[config.mk]
export PLATFORM = sky130hd
export DESIGN_NAME = data_packer_flat
export DESIGN_NICKNAME = d
export VERILOG_FILES = /design/src/rtl/data_packer_if.sv /design/src/rtl/data_packer.sv /design/src/flat_wrapper.sv
export SDC_FILE = /design/constraint.sdc
export NUM_CORES = 1
export LEC_CHECK = 0
export CAP_MARGIN = 40
export CORE_MARGIN = 3
export CORE_UTILIZATION = 52
export CTS_CLUSTER_SIZE = 30
export DETAILED_ROUTE_END_ITERATION = 10
export PLACE_DENSITY_LB_ADDON = 0.15
export SYNTH_ARGS = -nofsm -noshare
export SYNTH_HDL_FRONTEND = slang
export SYNTH_SLANG_ARGS = --single-unit
[constraint.sdc]
create_clock -name i_clk -period 2.2 [get_ports i_clk]
set_input_delay 0.55 -clock i_clk [delete_from_list [all_inputs] [get_ports i_clk]]
set_output_delay 0.55 -clock i_clk [all_outputs]
set_load 0.005 [all_outputs]
[src/rtl/data_packer_if.sv]
// Element-in / packed-word-out handshake bundle for data_packer.
// Signal names keep the packer's own i_/o_ perspective so both sides trace to one name.
interface data_packer_if #(
  parameter int unsigned WIDTH = 8,
  parameter int unsigned RATIO = 4
) ();

  logic                     o_input_ready;
  logic                     i_input_valid;
  logic [WIDTH-1:0]         i_input_data;
  logic                     i_input_last;

  logic                     i_output_ready;
  logic                     o_output_valid;
  logic [RATIO*WIDTH-1:0]   o_output_data;
  logic [RATIO-1:0]         o_output_mask;
  logic                     o_output_last;

  // Packer side
  modport slave (
    output o_input_ready,
    input  i_input_valid,
    input  i_input_data,
    input  i_input_last,
    input  i_output_ready,
    output o_output_valid,
    output o_output_data,
    output o_output_mask,
    output o_output_last
  );

  // Producer/consumer side
  modport master (
    input  o_input_ready,
    output i_input_valid,
    output i_input_data,
    output i_input_last,
    output i_output_ready,
    input  o_output_valid,
    input  o_output_data,
    input  o_output_mask,
    input  o_output_last
  );

endinterface

[src/rtl/data_packer.sv]
// Packs RATIO elements of WIDTH bits into one word; a group may close early on
// i_input_last, yielding a partial word with a lane mask. One element/cycle sustained.
module data_packer #(
  parameter int unsigned WIDTH   = 8,
  parameter int unsigned RATIO   = 4,
  parameter int unsigned CNT_BIT = $clog2(RATIO)
) (
  input  logic          i_clk,
  input  logic          i_reset,
  data_packer_if.slave  bus
);

  localparam int unsigned W_WORD = RATIO * WIDTH;

  logic [CNT_BIT-1:0] r_cnt;
  logic [W_WORD-1:0]  r_acc;
  logic [W_WORD-1:0]  r_data;
  logic [RATIO-1:0]   r_mask;
  logic               r_last;
  logic               r_valid;

  logic               w_input_ready;
  logic               w_accept;
  logic               w_lane_full;
  logic               w_complete;
  logic               w_out_xfer;
  logic [W_WORD-1:0]  w_merged;
  logic [RATIO-1:0]   w_mask;

  // Ready only depends on the output stage, never on the input side
  assign w_input_ready = !r_valid | bus.i_output_ready;
  assign w_accept      = w_input_ready & bus.i_input_valid;
  assign w_lane_full   = (r_cnt == CNT_BIT'(RATIO - 1));
  assign w_complete    = w_accept & (w_lane_full | bus.i_input_last);
  assign w_out_xfer    = r_valid & bus.i_output_ready;

  // Accumulator with the incoming element dropped into lane r_cnt and upper lanes cleared
  always_comb begin
    w_merged = r_acc;
    w_mask   = '0;
    for (int unsigned k = 0; k < RATIO; k++) begin
      if (CNT_BIT'(k) == r_cnt) begin
        w_merged[k*WIDTH +: WIDTH] = bus.i_input_data;
        w_mask[k]                  = 1'b1;
      end else if (CNT_BIT'(k) > r_cnt) begin
        w_merged[k*WIDTH +: WIDTH] = '0;
      end else begin
        w_mask[k]                  = 1'b1;
      end
    end
  end

  always_ff @(posedge i_clk or negedge i_reset) begin
    if (!i_reset) begin
      r_cnt   <= '0;
      r_acc   <= '0;
      r_data  <= '0;
      r_mask  <= '0;
      r_last  <= 1'b0;
      r_valid <= 1'b0;
    end else if (w_complete) begin
      r_data  <= w_merged;
      r_mask  <= w_mask;
      r_last  <= bus.i_input_last;
      r_valid <= 1'b1;
      r_cnt   <= '0;
      r_acc   <= '0;
    end else begin
      if (w_accept) begin
        r_acc <= w_merged;
        r_cnt <= r_cnt + CNT_BIT'(1);
      end
      // Word handed off with nothing new to replace it; payload may hold
      if (w_out_xfer) begin
        r_valid <= 1'b0;
      end
    end
  end

  assign bus.o_input_ready  = w_input_ready;
  assign bus.o_output_valid = r_valid;
  assign bus.o_output_data  = r_data;
  assign bus.o_output_mask  = r_mask;
  assign bus.o_output_last  = r_last;

endmodule

[src/flat_wrapper.sv]
// flat-port wrapper written by rule: the top's interface ports become plain ports
module data_packer_flat 
#(
  parameter int unsigned WIDTH   = 8,
  parameter int unsigned RATIO   = 4,
  parameter int unsigned CNT_BIT = $clog2(RATIO)
)
  (i_clk, i_reset, bus_o_input_ready, bus_i_input_valid, bus_i_input_data, bus_i_input_last, bus_i_output_ready, bus_o_output_valid, bus_o_output_data, bus_o_output_mask, bus_o_output_last);
  data_packer_if #(.WIDTH(WIDTH), .RATIO(RATIO)) bus_i ();
  input  logic i_clk;
  input  logic i_reset;
  output wire logic [$bits(bus_i.o_input_ready)-1:0] bus_o_input_ready;
  input wire logic [$bits(bus_i.i_input_valid)-1:0] bus_i_input_valid;
  input wire logic [$bits(bus_i.i_input_data)-1:0] bus_i_input_data;
  input wire logic [$bits(bus_i.i_input_last)-1:0] bus_i_input_last;
  input wire logic [$bits(bus_i.i_output_ready)-1:0] bus_i_output_ready;
  output wire logic [$bits(bus_i.o_output_valid)-1:0] bus_o_output_valid;
  output wire logic [$bits(bus_i.o_output_data)-1:0] bus_o_output_data;
  output wire logic [$bits(bus_i.o_output_mask)-1:0] bus_o_output_mask;
  output wire logic [$bits(bus_i.o_output_last)-1:0] bus_o_output_last;
  assign bus_o_input_ready = bus_i.o_input_ready;
  assign bus_i.i_input_valid = bus_i_input_valid;
  assign bus_i.i_input_data = bus_i_input_data;
  assign bus_i.i_input_last = bus_i_input_last;
  assign bus_i.i_output_ready = bus_i_output_ready;
  assign bus_o_output_valid = bus_i.o_output_valid;
  assign bus_o_output_data = bus_i.o_output_data;
  assign bus_o_output_mask = bus_i.o_output_mask;
  assign bus_o_output_last = bus_i.o_output_last;
  data_packer #(.WIDTH(WIDTH), .RATIO(RATIO), .CNT_BIT(CNT_BIT)) u_core (.i_clk(i_clk), .i_reset(i_reset), .bus(bus_i));
endmodule
==> flow_metrics.tcl <==
set metrics [dict create \
    critPathLaunchType "primary input" \
    worst_pin_slew_ns 0.6031 \
    die_h_um 80.07 \
    design_area_um2 3675 \
    yosysWarnings 0 \
    diodes 0 \
    critPathArrivalTime_ns 1.61 \
    port_buffers 51 \
    vias 1864 \
    clkLatencyLatePin_ns 0.33 \
    powerDensity_nw_per_um2 998.9 \
    cellLeakagePower_nw 1.745 \
    setup_viol 0 \
    start_util_pct 54.81 \
    fin_ws_ns 0.03557 \
    worstHoldPathType "in -> async" \
    hold_ws_ns 0.1498 \
    total_power_mw 3.671 \
    numCtsBuffers 9 \
    root_buffer "clkbuf_8" \
    maxSlewHeadroom_pct 59.71 \
    placed_cells 313 \
    dieArea_um2 6410 \
    setup_tns_ns 0 \
    io_pins 52 \
    core.rowCount 26 \
    avgSynthCellArea_um2 14.70 \
    netlist_area_um2 2853 \
    register_area_um2 1602 \
    fin_util_pct 70.60 \
    status "completed" \
    synthDistinctLibCells 29 \
    multiInputGateArea_um2 1139 \
    fmax_mhz 462.0 \
    report.final.hold_viol_count 0 \
    die_x_um 80.07 \
    layout_min_cycle_time_ns 2.164 \
    mappedNetlistNets 212 \
    critical_path_class "in -> out" \
    via_per_inst 5.666 \
    ctsResizeCount 0 \
    worst_setup_path_end_kind "primary output" \
    ctsHoldBuffers 0 \
    max_cap_violations 0 \
    synthCells 194 \
    rsz0062_at_grt "false" \
    critPathRequiredTime_ns 1.65 \
    grt_usage_pct 20.06 \
    cts_tree "done" \
    fill_cells 373 \
    final_cells 329 \
    cp_max_fo 2 \
    wirelength_mm 5.777 \
    reg2regPathDepth 5 \
    gp_congestion 0.8279 \
    ir_drop_mv 0.5507 \
    grt_pass1_wl_mm 9.473 \
    synth_seq_area_share_pct 56.14 \
    drcViolationCount 0 \
    area_growth_syn_to_layout_pct 28.82 \
    fin_skew_ns 0.004608 \
    period_share_pct 98.38 \
    hpwl_mm 3.853 \
    dr.pass1.iters 4 \
    clock_path_buffers 2 \
    core_area_um2 5205 \
    antenna_found_initial 0 \
    grt-ovfl-total 0 \
    ys_seq_elements 64 \
    layout-drive-gt1-share_pct 24.32 \
    grt_start_max_net_pins 47 \
    postPlaceCellArea_um2 3476 \
    drtIter0Drc 141 \
    nets 272 \
    wl_per_cell_um 17.56 \
    slew_viol_final 0 \
    grt_pass1_vias 1821 \
    antenna_left 0 \
    post-cts-setup-buffers 0 \
    cts.sinks 64 \
    path_clk_slew_ns 0.06 \
    cts_htree_levels 3 \
    dp_slack_ns 0.02896 \
]
-- power by group --
| part | total (mW) | internal (mW) | switching [mW] | leakage (nW) |
|---|---|---|---|---|
| combinational | 1.11 | 0.693 | 0.412 | 0.794 |
| sequential | 1.56 | 1.42 | 0.139 | 0.847 |
| clock | 1.01 | 0.583 | 0.427 | 0.103 |
| total | 3.67 | 2.69 | 0.978 | 1.75 |
-- flip-flops by register name (all words and copies together) (netlist names) --
name and cells:
u_core.bus.o_output_data 32, u_core.r_acc 24, u_core.bus.o_output_mask 4, u_core.r_cnt 2, u_core.bus.o_output_last 1, u_core.bus.o_output_valid 1
-- synthesized netlist by cell type --
cell	instances	area, µm²
mux2_4	19	285.3
nand3_4	1	17.52
nand2_1	1	3.750
nor2_1	3	11.26
buf_2	3	15.01
nand4_1	2	12.51
nor2b_1	1	6.260
mux2_2	13	146.4
and2_1	1	6.260
or2_1	1	6.260
o211ai_2	1	12.51
buf_8	2	30.03
nand3_1	1	5.000
buf_1	1	3.750
mux2i_1	1	10.01
clkbuf_1	4	15.01
a22o_1	48	420.4
a21o_1	1	7.510
o21ai_0	3	15.01
ha_1	5	62.56
buf_4	3	22.52
buf_6	1	11.26
dfrtp_1	64	1602
nand2b_1	2	12.51
a31oi_1	2	12.51
and3_1	1	6.260
inv_1	4	15.01
and4_1	3	26.28
o311ai_4	2	52.55
-- logic make-up (layout without fill, tap and decap cells) --
logic type	after synthesis	in the layout	share of synthesized area, %
buf+inv	18	83	3.947
fa+ha+maj	5	5	2.193
compound gates	57	57	18.25
simple gates	17	17	3.992
mux	33	33	15.48
flops	64	64	56.14
-- final timing paths --
path / end / from / slack, ns
worst min-delay path: u_core.bus.o_output_data[19] / i_reset / 0.15
worst min register to register: u_core.bus.o_output_mask[0] / u_core.bus.o_output_mask[0] / 0.47
worst max register to register: u_core.bus.o_output_data[3] / u_core.r_cnt[1] / 0.29
worst max-delay path: bus_o_input_ready / bus_i_output_ready / 0.04
min in group i_clk: u_core.bus.o_output_mask[0] / u_core.bus.o_output_mask[0] / 0.47
max in group asynchronous: u_core.r_acc[7] / i_reset / 1.48
-- critical path, stage by stage --
cell             delay [ns]
clkdlybuf4s50_1        0.45
nand2b_1               0.12
clkdlybuf4s50_1        0.50
-- area by class of cell --
cell class / count / area share (%)
sequential: 64 / 43.58
clock inverter: 3 / 1.090
multi-input combinational: 112 / 30.98
tap: 70 / 2.383
clock buffer: 13 / 4.324
inverter: 4 / 0.4086
timing repair buffer: 63 / 17.23
-- cells in the final DEF, fill, tap and decap left out, drive strengths merged, types with 4 or more instances in the layout --
| cell type | synthesis | layout |
|---|---|---|
| dfrtp | 64 | 64 |
| inv | 4 | 4 |
| clkbuf | 4 | 13 |
| buf | 10 | 13 |
| ha | 5 | 5 |
| clkdlybuf4s50 | 0 | 50 |
| a22o | 48 | 48 |
| mux2 | 32 | 32 |
-- metal layers --
layer | global-route usage (%) | up-vias | share of wire, %
met5 | 0 | - | 0
met2 | 27.90 | 55 | 45
met4 | 10.98 | 0 | 1.9
li1 | - | 862 | -
met3 | 4.821 | 9 | 4.8
met1 | 28.72 | 938 | 48
Power figures use the tool's default switching activity.
